[src/rtl/serial_divider_pkg.sv]
// Shared types and constants for the serial restoring divider.
package serial_divider_pkg;

  typedef enum logic [1:0] {
    StIdle,
    StCalc,
    StFinish
  } div_state_e;

  localparam int unsigned DIV_WIDTH_DEFAULT = 4;
  localparam int unsigned DIV_CNT_W_DEFAULT = $clog2(DIV_WIDTH_DEFAULT);

  // Step counter width for a given operand width; never narrower than one bit.
  function automatic int unsigned div_cnt_width(input int unsigned width);
    return (width < 2) ? 1 : $clog2(width);
  endfunction

endpackage

[src/rtl/serial_divider_div_step.sv]
// One restoring shift-subtract step: shift in a dividend bit, trial-subtract the divisor.
module div_step
  import serial_divider_pkg::*;
#(
  parameter int unsigned WIDTH = DIV_WIDTH_DEFAULT
) (
  input  logic [WIDTH-1:0] rem_i,
  input  logic             bit_i,
  input  logic [WIDTH-1:0] divisor_i,
  output logic [WIDTH-1:0] rem_o,
  output logic             q_bit_o
);

  logic [WIDTH:0] trial;
  logic [WIDTH:0] diff;

  always_comb begin
    trial   = {rem_i, bit_i};
    diff    = trial - {1'b0, divisor_i};
    // rem_i < divisor_i keeps trial < 2*divisor, so the MSB is a pure borrow flag.
    q_bit_o = ~diff[WIDTH];
    rem_o   = q_bit_o ? diff[WIDTH-1:0] : trial[WIDTH-1:0];
  end

endmodule

[src/rtl/serial_divider.sv]
// Sequential restoring divider with start/busy/done handshake.
// Define DIV_EARLY_EXIT_EN to finish immediately when dividend < divisor.
module serial_divider
  import serial_divider_pkg::*;
#(
  parameter int unsigned WIDTH = DIV_WIDTH_DEFAULT
) (
  input  logic             clk,
  input  logic             rst,
  input  logic             start,
  input  logic [WIDTH-1:0] dividend,
  input  logic [WIDTH-1:0] divisor,
  output logic             busy,
  output logic             done,
  output logic [WIDTH-1:0] quotient,
  output logic [WIDTH-1:0] remainder,
  output logic             div_by_zero
);

  localparam int unsigned CntW = div_cnt_width(WIDTH);

  div_state_e       state_q, state_d;
  logic [WIDTH-1:0] rem_q, rem_d;
  logic [WIDTH-1:0] quo_q, quo_d;
  logic [WIDTH-1:0] divisor_q, divisor_d;
  logic [CntW-1:0]  count_q, count_d;
  logic             dbz_flag_q, dbz_flag_d;
  logic             busy_q, busy_d;
  logic             done_q, done_d;
  logic [WIDTH-1:0] quotient_q, quotient_d;
  logic [WIDTH-1:0] remainder_q, remainder_d;
  logic             div_by_zero_q, div_by_zero_d;

  logic [WIDTH-1:0] step_rem;
  logic             step_q_bit;

  div_step #(
    .WIDTH (WIDTH)
  ) u_div_step (
    .rem_i     (rem_q),
    .bit_i     (quo_q[WIDTH-1]),
    .divisor_i (divisor_q),
    .rem_o     (step_rem),
    .q_bit_o   (step_q_bit)
  );

  always_comb begin
    state_d       = state_q;
    rem_d         = rem_q;
    quo_d         = quo_q;
    divisor_d     = divisor_q;
    count_d       = count_q;
    dbz_flag_d    = dbz_flag_q;
    done_d        = 1'b0;
    quotient_d    = quotient_q;
    remainder_d   = remainder_q;
    div_by_zero_d = div_by_zero_q;

    unique case (state_q)
      StIdle, StFinish: begin
        // FINISH publishes the working registers; results then hold through IDLE.
        if (state_q == StFinish) begin
          done_d        = 1'b1;
          quotient_d    = quo_q;
          remainder_d   = rem_q;
          div_by_zero_d = dbz_flag_q;
        end
        state_d = StIdle;
        if (start) begin
          divisor_d  = divisor;
          dbz_flag_d = 1'b0;
          count_d    = '0;
          if (divisor == '0) begin
            state_d    = StFinish;
            quo_d      = '1;
            rem_d      = dividend;
            dbz_flag_d = 1'b1;
          end
`ifdef DIV_EARLY_EXIT_EN
          else if (dividend < divisor) begin
            state_d = StFinish;
            quo_d   = '0;
            rem_d   = dividend;
          end
`endif
          else begin
            state_d = StCalc;
            rem_d   = '0;
            quo_d   = dividend;
            count_d = CntW'(WIDTH - 1);
          end
        end
      end
      StCalc: begin
        rem_d = step_rem;
        quo_d = {quo_q[WIDTH-2:0], step_q_bit};
        if (count_q == '0) begin
          state_d = StFinish;
        end else begin
          count_d = count_q - 1'b1;
        end
      end
      default: state_d = StIdle;
    endcase

    busy_d = (state_d == StCalc);
  end

  always_ff @(posedge clk or posedge rst) begin
    if (rst) begin
      state_q       <= StIdle;
      rem_q         <= '0;
      quo_q         <= '0;
      divisor_q     <= '0;
      count_q       <= '0;
      dbz_flag_q    <= 1'b0;
      busy_q        <= 1'b0;
      done_q        <= 1'b0;
      quotient_q    <= '0;
      remainder_q   <= '0;
      div_by_zero_q <= 1'b0;
    end else begin
      state_q       <= state_d;
      rem_q         <= rem_d;
      quo_q         <= quo_d;
      divisor_q     <= divisor_d;
      count_q       <= count_d;
      dbz_flag_q    <= dbz_flag_d;
      busy_q        <= busy_d;
      done_q        <= done_d;
      quotient_q    <= quotient_d;
      remainder_q   <= remainder_d;
      div_by_zero_q <= div_by_zero_d;
    end
  end

  assign busy        = busy_q;
  assign done        = done_q;
  assign quotient    = quotient_q;
  assign remainder   = remainder_q;
  assign div_by_zero = div_by_zero_q;

endmodule

[config.mk]
export PLATFORM = sky130hd
export DESIGN_NAME = serial_divider
export DESIGN_NICKNAME = d
export VERILOG_FILES = /design/src/rtl/serial_divider_pkg.sv /design/src/rtl/serial_divider_div_step.sv /design/src/rtl/serial_divider.sv
export SDC_FILE = /design/constraint.sdc
export NUM_CORES = 1
export LEC_CHECK = 0
export ABC_AREA = 0
export CAP_MARGIN = 30
export CORE_MARGIN = 10
export CORE_UTILIZATION = 50
export DETAILED_ROUTE_END_ITERATION = 10
export PLACE_DENSITY = 0.75
export SLEW_MARGIN = 20
export SYNTH_ARGS = -nofsm -noshare
export SYNTH_HDL_FRONTEND = slang
export SYNTH_SLANG_ARGS = --single-unit
export TNS_END_PERCENT = 10
[constraint.sdc]
create_clock -name clk -period 2.35 [get_ports clk]
set_input_delay 0.47 -clock clk [delete_from_list [all_inputs] [get_ports clk]]
set_output_delay 0.47 -clock clk [all_outputs]
set_load 0.02 [all_outputs]
After elaboration in Yosys (flattened, before gate mapping):

Index checks and enable logic that the tools add are counted.
W data, S select, Z words.

* bits in writable memories: 0
* bits in read-only memories: 0
* input bits: 11
* output and inout bits: 11
* bits in latches: 0
* memories kept: 0
* word-level logic and storage cells: 46
* register bits: 28

* mux-type cells: 18
* reduce and logical (&&, ||, !) cells: 9
* bitwise gates (word level): 1
* equal/unequal tests: 5
* shifts and indexed selects: 0
* add/sub/neg operators: 2
* multiply operators: 0
* order comparisons: 0
* div/mod/pow operators: 0

Operator list (number)
* $mux W4: 5
* $pmux W4 S2: 2
* $mux W2: 6
* $pmux W2 S2: 2
* $reduce_and A2 Y1: 3
* $sub A5 B4 Y5: 1
* $eq A2 B1 Y1 const B: 2
* $logic_not A2 Y1: 2
* $logic_not A4 Y1: 1
* $ne A2 B2 Y1 const B: 2
* $mux W1: 3
* $reduce_and A3 Y1: 1
* $eq A2 B2 Y1 const B: 1
* $reduce_bool A2 Y1: 1
* $reduce_or A2 Y1: 1
* $sub A2 B1 Y2 const B: 1
* $not A1 Y1: 1

Depth between registers and ports, before layout:

Gate-level depths: netlist (run 1).

* depth after elaboration: 5
* gate-level depth with buffers: 8

Cells and area by module:

A second synthesis (run 1) with hierarchy kept.

* cell total of the unflattened synthesis: 119
* area total of the unflattened synthesis: 1391.3 um^2

By module, submodules not included
* serial_divider: area each 1189.9 um^2, cells each 95, instances 1
* div_step: area each 201.4 um^2, cells each 24, instances 1

Worst setup path after synthesis (run 1):

OpenSTA, ideal clock, no wires.

* path type: flip-flop to flip-flop
* from: register divisor_q[0]
* to: register rem_q[3]
* stages on the path, launching flop included: 8
* arrival: 1.774 ns
* path buffers: 0
* setup time: 0.130 ns
* data required time: 2.220 ns
* slack: 0.445 ns
* cells stage by stage: dfrtp_1 > ha_1 > fa_1 > nand2b_1 > a21oi_2 > xor2_2 > mux2i_1 > a21oi_1

* word-level cells in the longest chain between the ends: 3

Ends and longest elaborated chain
* start: declaration: line serial_divider.sv:25 `logic [WIDTH-1:0] divisor_q, divisor_d;`
* start signal: assignment: line serial_divider.sv:126 `divisor_q <= divisor_d;`
* $sub A5 B4 Y5: line serial_divider_div_step.sv:19 `diff = trial - {1'b0, divisor_i};`
* $mux W4: line serial_divider_div_step.sv:22 `rem_o = q_bit_o ? diff[WIDTH-1:0] : trial[WIDTH-1:0];`
* $pmux W4 S2: line serial_divider.sv:59 `unique case (state_q)`
* end signal: assignment: line serial_divider.sv:124 `rem_q <= rem_d;`
* end: declaration: line serial_divider.sv:23 `logic [WIDTH-1:0] rem_q, rem_d;`

No other way between the ends.
A chain may end at the register's enable or synchronous reset.

Worst setup path in the final report (run 1):

* from: register quo_q[3]
* to: register rem_q[3]

* word-level cells in the longest chain between the ends: 3

Ends and longest elaborated chain
* start: declaration: line serial_divider.sv:24 `logic [WIDTH-1:0] quo_q, quo_d;`
* start signal: assignment: line serial_divider.sv:125 `quo_q <= quo_d;`
* $sub A5 B4 Y5: line serial_divider_div_step.sv:19
* $mux W4: line serial_divider_div_step.sv:22
* $pmux W4 S2: line serial_divider.sv:59

No other way between the ends.

==> out/results.ini, run 1 <==
[status]
status=completed

[global_route]
grt_pass1_wl_um=4540
grt_antenna_before_repair=0
track_usage_pct=10.6
overflow=0
grt_max_degree=29
grt_pass1_vias=939

[clock_network]
ctsHoldBuffers=0
cts_setup_buffers=0
ctsResizeCount=0
cts.clk_slew.worst_paths_ns=0.15
htree_levels=1
clockRootBuffer=clkbuf_4
cts.sinks=28
clockBufferDepth=2
clock_latency_ns=0.32
numCtsBuffers=3
cts_tree=done

[floorplan]
fp.dieW_um=72.0
coreArea_um2=2520
die_area_um2=5180
boundaryPins=22
rows=18
start_util_pct=53.6
die_h_um=72.0

[placed_design]
hpwl_um=2090
place.gp.congestion=0.838
place_worst_setup_slack_ns=0.277
dp_cells=175
port_buffers=21

[synthesis]
synthMuxAreaShare_pct=6.57
synth-xor-area-share_pct=1.85
syn-cell-area_um2=1350
synth_top_family_by_area=compound AO/OA/AOI/OAI gates
syn_inst=126
synth-seq-cells=28
ys_types=28
synth-simple-area-share_pct=13.1
synth_compound_gate_area_share_pct=15.4
syn_nets=143
synth_area_per_cell_um2=10.7
synthAdderAreaFrac_pct=6.11
yosysWarnings=0
yosysSeqAreaShare_pct=51.9

[worst_setup_path]
critPathMaxStageDelay_ns=0.38
r2r-start=quo_q[3]$_DFFE_PP0P_
crit_path_end_kind=flop
worstSetupPathType=reg -> reg
crit_chain=inv_1, ha_1, fa_1, nand2b_1, a21oi_2, xor2_2, mux2i_1, a21oi_1
r2r_cells=8
cpMaxStageDelayCell=dfrtp_1
arrival_ns=2.30
rr_endpoint=rem_q[3]$_DFFE_PP0P_
critPathTopFamily=adder cells
critPathBufInv=1
crit_required_ns=2.57
r2r_slack_ns=0.27
crit_fanout=6
critPathLaunchType=flop

[final_layout]
final_cell_mix=dfrtp_1 (28), clkdlybuf4s50_1 (21), nand2_1 (14), o21ai_0 (11)
fillers=200
seqCellArea_um2=701
layout.nets=167
stdcell_count=179
multiInputGateArea_um2=582
final_common_cell=dfrtp_1
area_growth_pct=21.9
post_route_cells_drive_above_1_share_pct=14.8
diodes=0

[power]
p_total_mw=2.47
p_leak_nw=0.754
peakVddDrop_mv=0.909
powerDensity_nw_per_um2=1500

[sta]
hold_viol=0
period_needed_ns=2.08
fmax_mhz=480
slew_headroom_pct=66.3
worstMarginPinSlew_ns=0.505
final_max_slew_viol_count=0
grt_setup_unrepaired=no
tns_ns=0
period_share_pct=88.6
setup_ws_ns=0.268
finalSetupViolations=0
finClkSkew_ns=0.00446

[detailed_routing]
wl_um=2650
postRouteAntennaNets=0
drc_errors=0
drt-initial-drc-count=38
viasPerCell=5.51
wl_per_cell_um=14.8
first_pass_iters=4
vias=986

[run]
drv_cap=0

[hold_path]
hp-class=in -> async

[routing by layer]
layer / global-route usage (%) / share of wire [%] / up-vias
met5: 0 / 0 / -
met4: 4.30 / 0.90 / 0
met3: 2.99 / 5.9 / 4
met2: 16.9 / 49 / 19
met1: 13.1 / 44 / 478
li1: - / - / 485
[sequential cells by signal (all words and copies together), names as in the netlist, 2 cells and up]
register   cells
divisor_q      4
quo_q          4
quotient       4
rem_q          4
remainder      4
count_q        2
state_q        2
[through the flow]
stage                     util [%]  hold WS, ns  area, um2
after detailed placement      63.2        0.470       1590
after floorplan                  -        0.452       1350
after CTS                     65.3        0.494       1650
after global placement        63.2        0.465       1590
after global routing          65.3        0.496       1650
final                         65.3        0.490       1650
[how the worst max path moves through the flow]
stage                                         from  cells after the start                   end
after floorplan           divisor_q[0]$_DFFE_PP0P_                      7  rem_q[3]$_DFFE_PP0P_
after global placement        quo_q[3]$_DFFE_PP0P_                      8  rem_q[3]$_DFFE_PP0P_
after detailed placement      quo_q[3]$_DFFE_PP0P_                      8  rem_q[3]$_DFFE_PP0P_
after CTS                     quo_q[3]$_DFFE_PP0P_                      8  rem_q[3]$_DFFE_PP0P_
after global routing          quo_q[3]$_DFFE_PP0P_                      8  rem_q[3]$_DFFE_PP0P_
final                         quo_q[3]$_DFFE_PP0P_                      8  rem_q[3]$_DFFE_PP0P_
[power breakdown]
group / switching [mW] / total (mW) / internal [mW]
Clock: 0.140 / 0.313 / 0.172
Combinational: 0.689 / 1.30 / 0.613
Sequential: 0.143 / 0.856 / 0.713
[layout make-up]
cell class,instances,share of cell area [%]
Sequential cell,28,42.6
Multi-Input combinational cell,83,35.3
Timing Repair Buffer,25,14.6
Tap cell,30,2.28
Inverter,9,2.05
Clock inverter,1,1.82
Clock buffer,3,1.37
[logic make-up (layout without fill, tap and decap cells)]
family,Yosys count,in the layout
AOI/OAI and AO/OA,31,31
xor gates and xnor gates,2,2
adders and majority gates,6,6
buffers and inverters,15,38
DFF,28,28
muxes,8,8
and+or+nand+nor,36,36
[worst reg2reg max path: stages, from the launching register on]
cell and delay [ns]:
dfrtp_1 0.38, inv_1 0.08, ha_1 0.21, fa_1 0.38, nand2b_1 0.19, a21oi_2 0.18, xor2_2 0.27, mux2i_1 0.22
a21oi_1 0.08
[cell usage after synthesis]
| cell | count | area (um2) |
|---|---|---|
| and2_1 | 1 | 6.26 |
| o22ai_1 | 1 | 6.26 |
| mux2i_1 | 1 | 10.0 |
| buf_6 | 1 | 11.3 |
| a221o_2 | 2 | 22.5 |
| o2bb2ai_1 | 3 | 26.3 |
| a21o_2 | 2 | 17.5 |
| nand2_1 | 14 | 52.6 |
| a31oi_1 | 1 | 6.26 |
| fa_1 | 1 | 20.0 |
| ha_1 | 5 | 62.6 |
| o21ai_0 | 11 | 55.1 |
| xor2_1 | 1 | 8.76 |
| a21oi_2 | 1 | 8.76 |
| nor2b_1 | 2 | 12.5 |
| nor3_1 | 4 | 20.0 |
| a21oi_1 | 5 | 25.0 |
| mux2_2 | 7 | 78.8 |
| xor2_2 | 1 | 16.3 |
| nand2b_1 | 5 | 31.3 |
| buf_2 | 4 | 20.0 |
| o31ai_1 | 3 | 22.5 |
| a221oi_1 | 2 | 17.5 |
| dfrtp_1 | 28 | 701 |
| nor2_1 | 9 | 33.8 |
| nor4_4 | 1 | 21.3 |
| clkbuf_1 | 1 | 3.75 |
| inv_1 | 9 | 33.8 |
(Power assumes the default switching activity.)
==> run 2: changes to the inputs <==
- PLACE_DENSITY: 0.75 -> not set
- PLACE_DENSITY_LB_ADDON: not set -> 0.05
==> out/results.ini, run 2 (synthesized netlist as in run 1, its figures left out) <==
[worst_setup_path]
crit_fanout=6  ; unchanged
rr_endpoint=rem_q[3]$_DFFE_PP0P_
r2r_slack_ns=0.25  ; -0.02 ns
arrival_ns=2.32  ; +0.02 ns
worstSetupPathType=reg -> reg
critPathLaunchType=flop
r2r-start=quo_q[3]$_DFFE_PP0P_
crit_path_end_kind=flop
r2r_cells=8  ; unchanged
crit_start=quo_q[3]$_DFFE_PP0P_
crit_required_ns=2.57  ; about the same

[floorplan]
coreArea_um2=2520  ; unchanged
die_area_um2=5180  ; unchanged
fp.dieW_um=72.0  ; unchanged
die_h_um=72.0  ; unchanged
start_util_pct=53.6  ; unchanged
rows=18  ; unchanged
boundaryPins=22  ; unchanged

[clock_network]
htree_levels=1  ; unchanged
clock_latency_ns=0.32  ; about the same
cts.clk_slew.worst_paths_ns=0.13  ; -0.02 ns
clockRootBuffer=clkbuf_4
clockBufferDepth=2  ; unchanged
ctsHoldBuffers=0  ; unchanged
cts.sinks=28  ; unchanged
cts_tree=done
numCtsBuffers=3  ; unchanged
cts_setup_buffers=0  ; unchanged
ctsResizeCount=0  ; unchanged

[detailed_routing]
wl_um=2680  ; +0.83%
postRouteAntennaNets=0  ; unchanged
wl_per_cell_um=15.0  ; +1.4%
drc_errors=0  ; unchanged
drt-initial-drc-count=27  ; -29%
first_pass_iters=4  ; unchanged
viasPerCell=5.46  ; -0.87%
vias=972  ; -1.4%

[status]
status=completed

[final_layout]
diodes=0  ; unchanged
final_area_um2=1620  ; -1.8%
final_cell_mix=dfrtp_1 (28), clkdlybuf4s50_1 (21), nand2_1 (14), o21ai_0 (11)
area_growth_pct=19.6
post_route_cells_drive_above_1_share_pct=14.2  ; -0.58 points
final_common_cell=dfrtp_1
layout.nets=167  ; unchanged

[sta]
period_share_pct=89.4  ; +0.84 points
finClkSkew_ns=0.00204  ; -0.00242 ns
final_max_slew_viol_count=0  ; unchanged
hold_viol=0  ; unchanged
worstMarginPinSlew_ns=0.471  ; -0.0340 ns
period_needed_ns=2.10  ; +0.0198 ns
fmax_mhz=476  ; -0.94%
setup_ws_ns=0.248  ; -0.0198 ns
finalSetupViolations=0  ; unchanged
slew_headroom_pct=68.6  ; +2.3 points
tns_ns=0  ; unchanged
holdWs_ns=0.490  ; -0.0000150 ns
grt_setup_unrepaired=no

[placed_design]
port_buffers=21  ; unchanged
place_worst_setup_slack_ns=0.274  ; -0.00333 ns
hpwl_um=2080  ; -0.70%
place.gp.congestion=0.909  ; +8.5%
placed_area_um2=1590  ; unchanged

[hold_path]
hp-class=in -> async

[global_route]
grt_max_degree=29  ; unchanged
grt_antenna_before_repair=0  ; unchanged
track_usage_pct=11.1  ; +0.56 points
grt_pass1_wl_um=4690  ; +3.2%
overflow=0  ; unchanged
grt_pass1_vias=1030  ; +9.7%

[power]
powerDensity_nw_per_um2=1460  ; -2.6%
peakVddDrop_mv=0.868  ; -4.5%
p_leak_nw=0.739  ; -1.9%

[run]
drv_cap=0  ; unchanged

## run 2: critical path, stage by stage, from the launching register on
cell and delay, ns:
dfrtp_1 0.38, inv_1 0.08, ha_1 0.22, fa_1 0.39, nand2b_1 0.19, a21oi_2 0.17
xor2_2 0.28, mux2i_1 0.22, a21oi_1 0.08
## run 2: area by class of cell
class,instances,area (um2)
flip-flops and latches,28,701
fillers,224,906
inverters,9,33.8
multi-input cells,83,582
well taps,30,37.5
clock buffers,3,22.5
repair buffers,25,240
## run 2: worst max-delay path by stage
stage,endpoint,slack [ns]
after CTS,rem_q[3]$_DFFE_PP0P_,0.25
after floorplan,rem_q[3]$_DFFE_PP0P_,0.45
final,rem_q[3]$_DFFE_PP0P_,0.25
after global placement,rem_q[3]$_DFFE_PP0P_,0.33
after detailed placement,rem_q[3]$_DFFE_PP0P_,0.27
after global routing,rem_q[3]$_DFFE_PP0P_,0.09
## run 2: report_power, final
part | internal (mW) | total (mW) | leakage [nW] | switching, mW
sequential | 0.714 | 0.858 | 0.345 | 0.144
clock | 0.0602 | 0.191 | 0.0138 | 0.131
combinational | 0.614 | 1.32 | 0.381 | 0.701
## run 2: routing by layer
metal / up-vias / GRT usage, % / part of all wire [%]
met3: 4 / 3.95 / 7.3
met5: - / 0 / 0
met4: 0 / 5.38 / 1.5
met1: 467 / 13.1 / 46
li1: 478 / - / -
met2: 23 / 17.5 / 45
## run 2: through the flow
step,util [%],total power [mW],instances
after global routing,64.1,2.61,178
final,64.1,2.36,178
after floorplan,-,1.79,126
after CTS,64.1,2.39,178
after global placement,63.2,2.15,175
after detailed placement,63.2,2.20,175
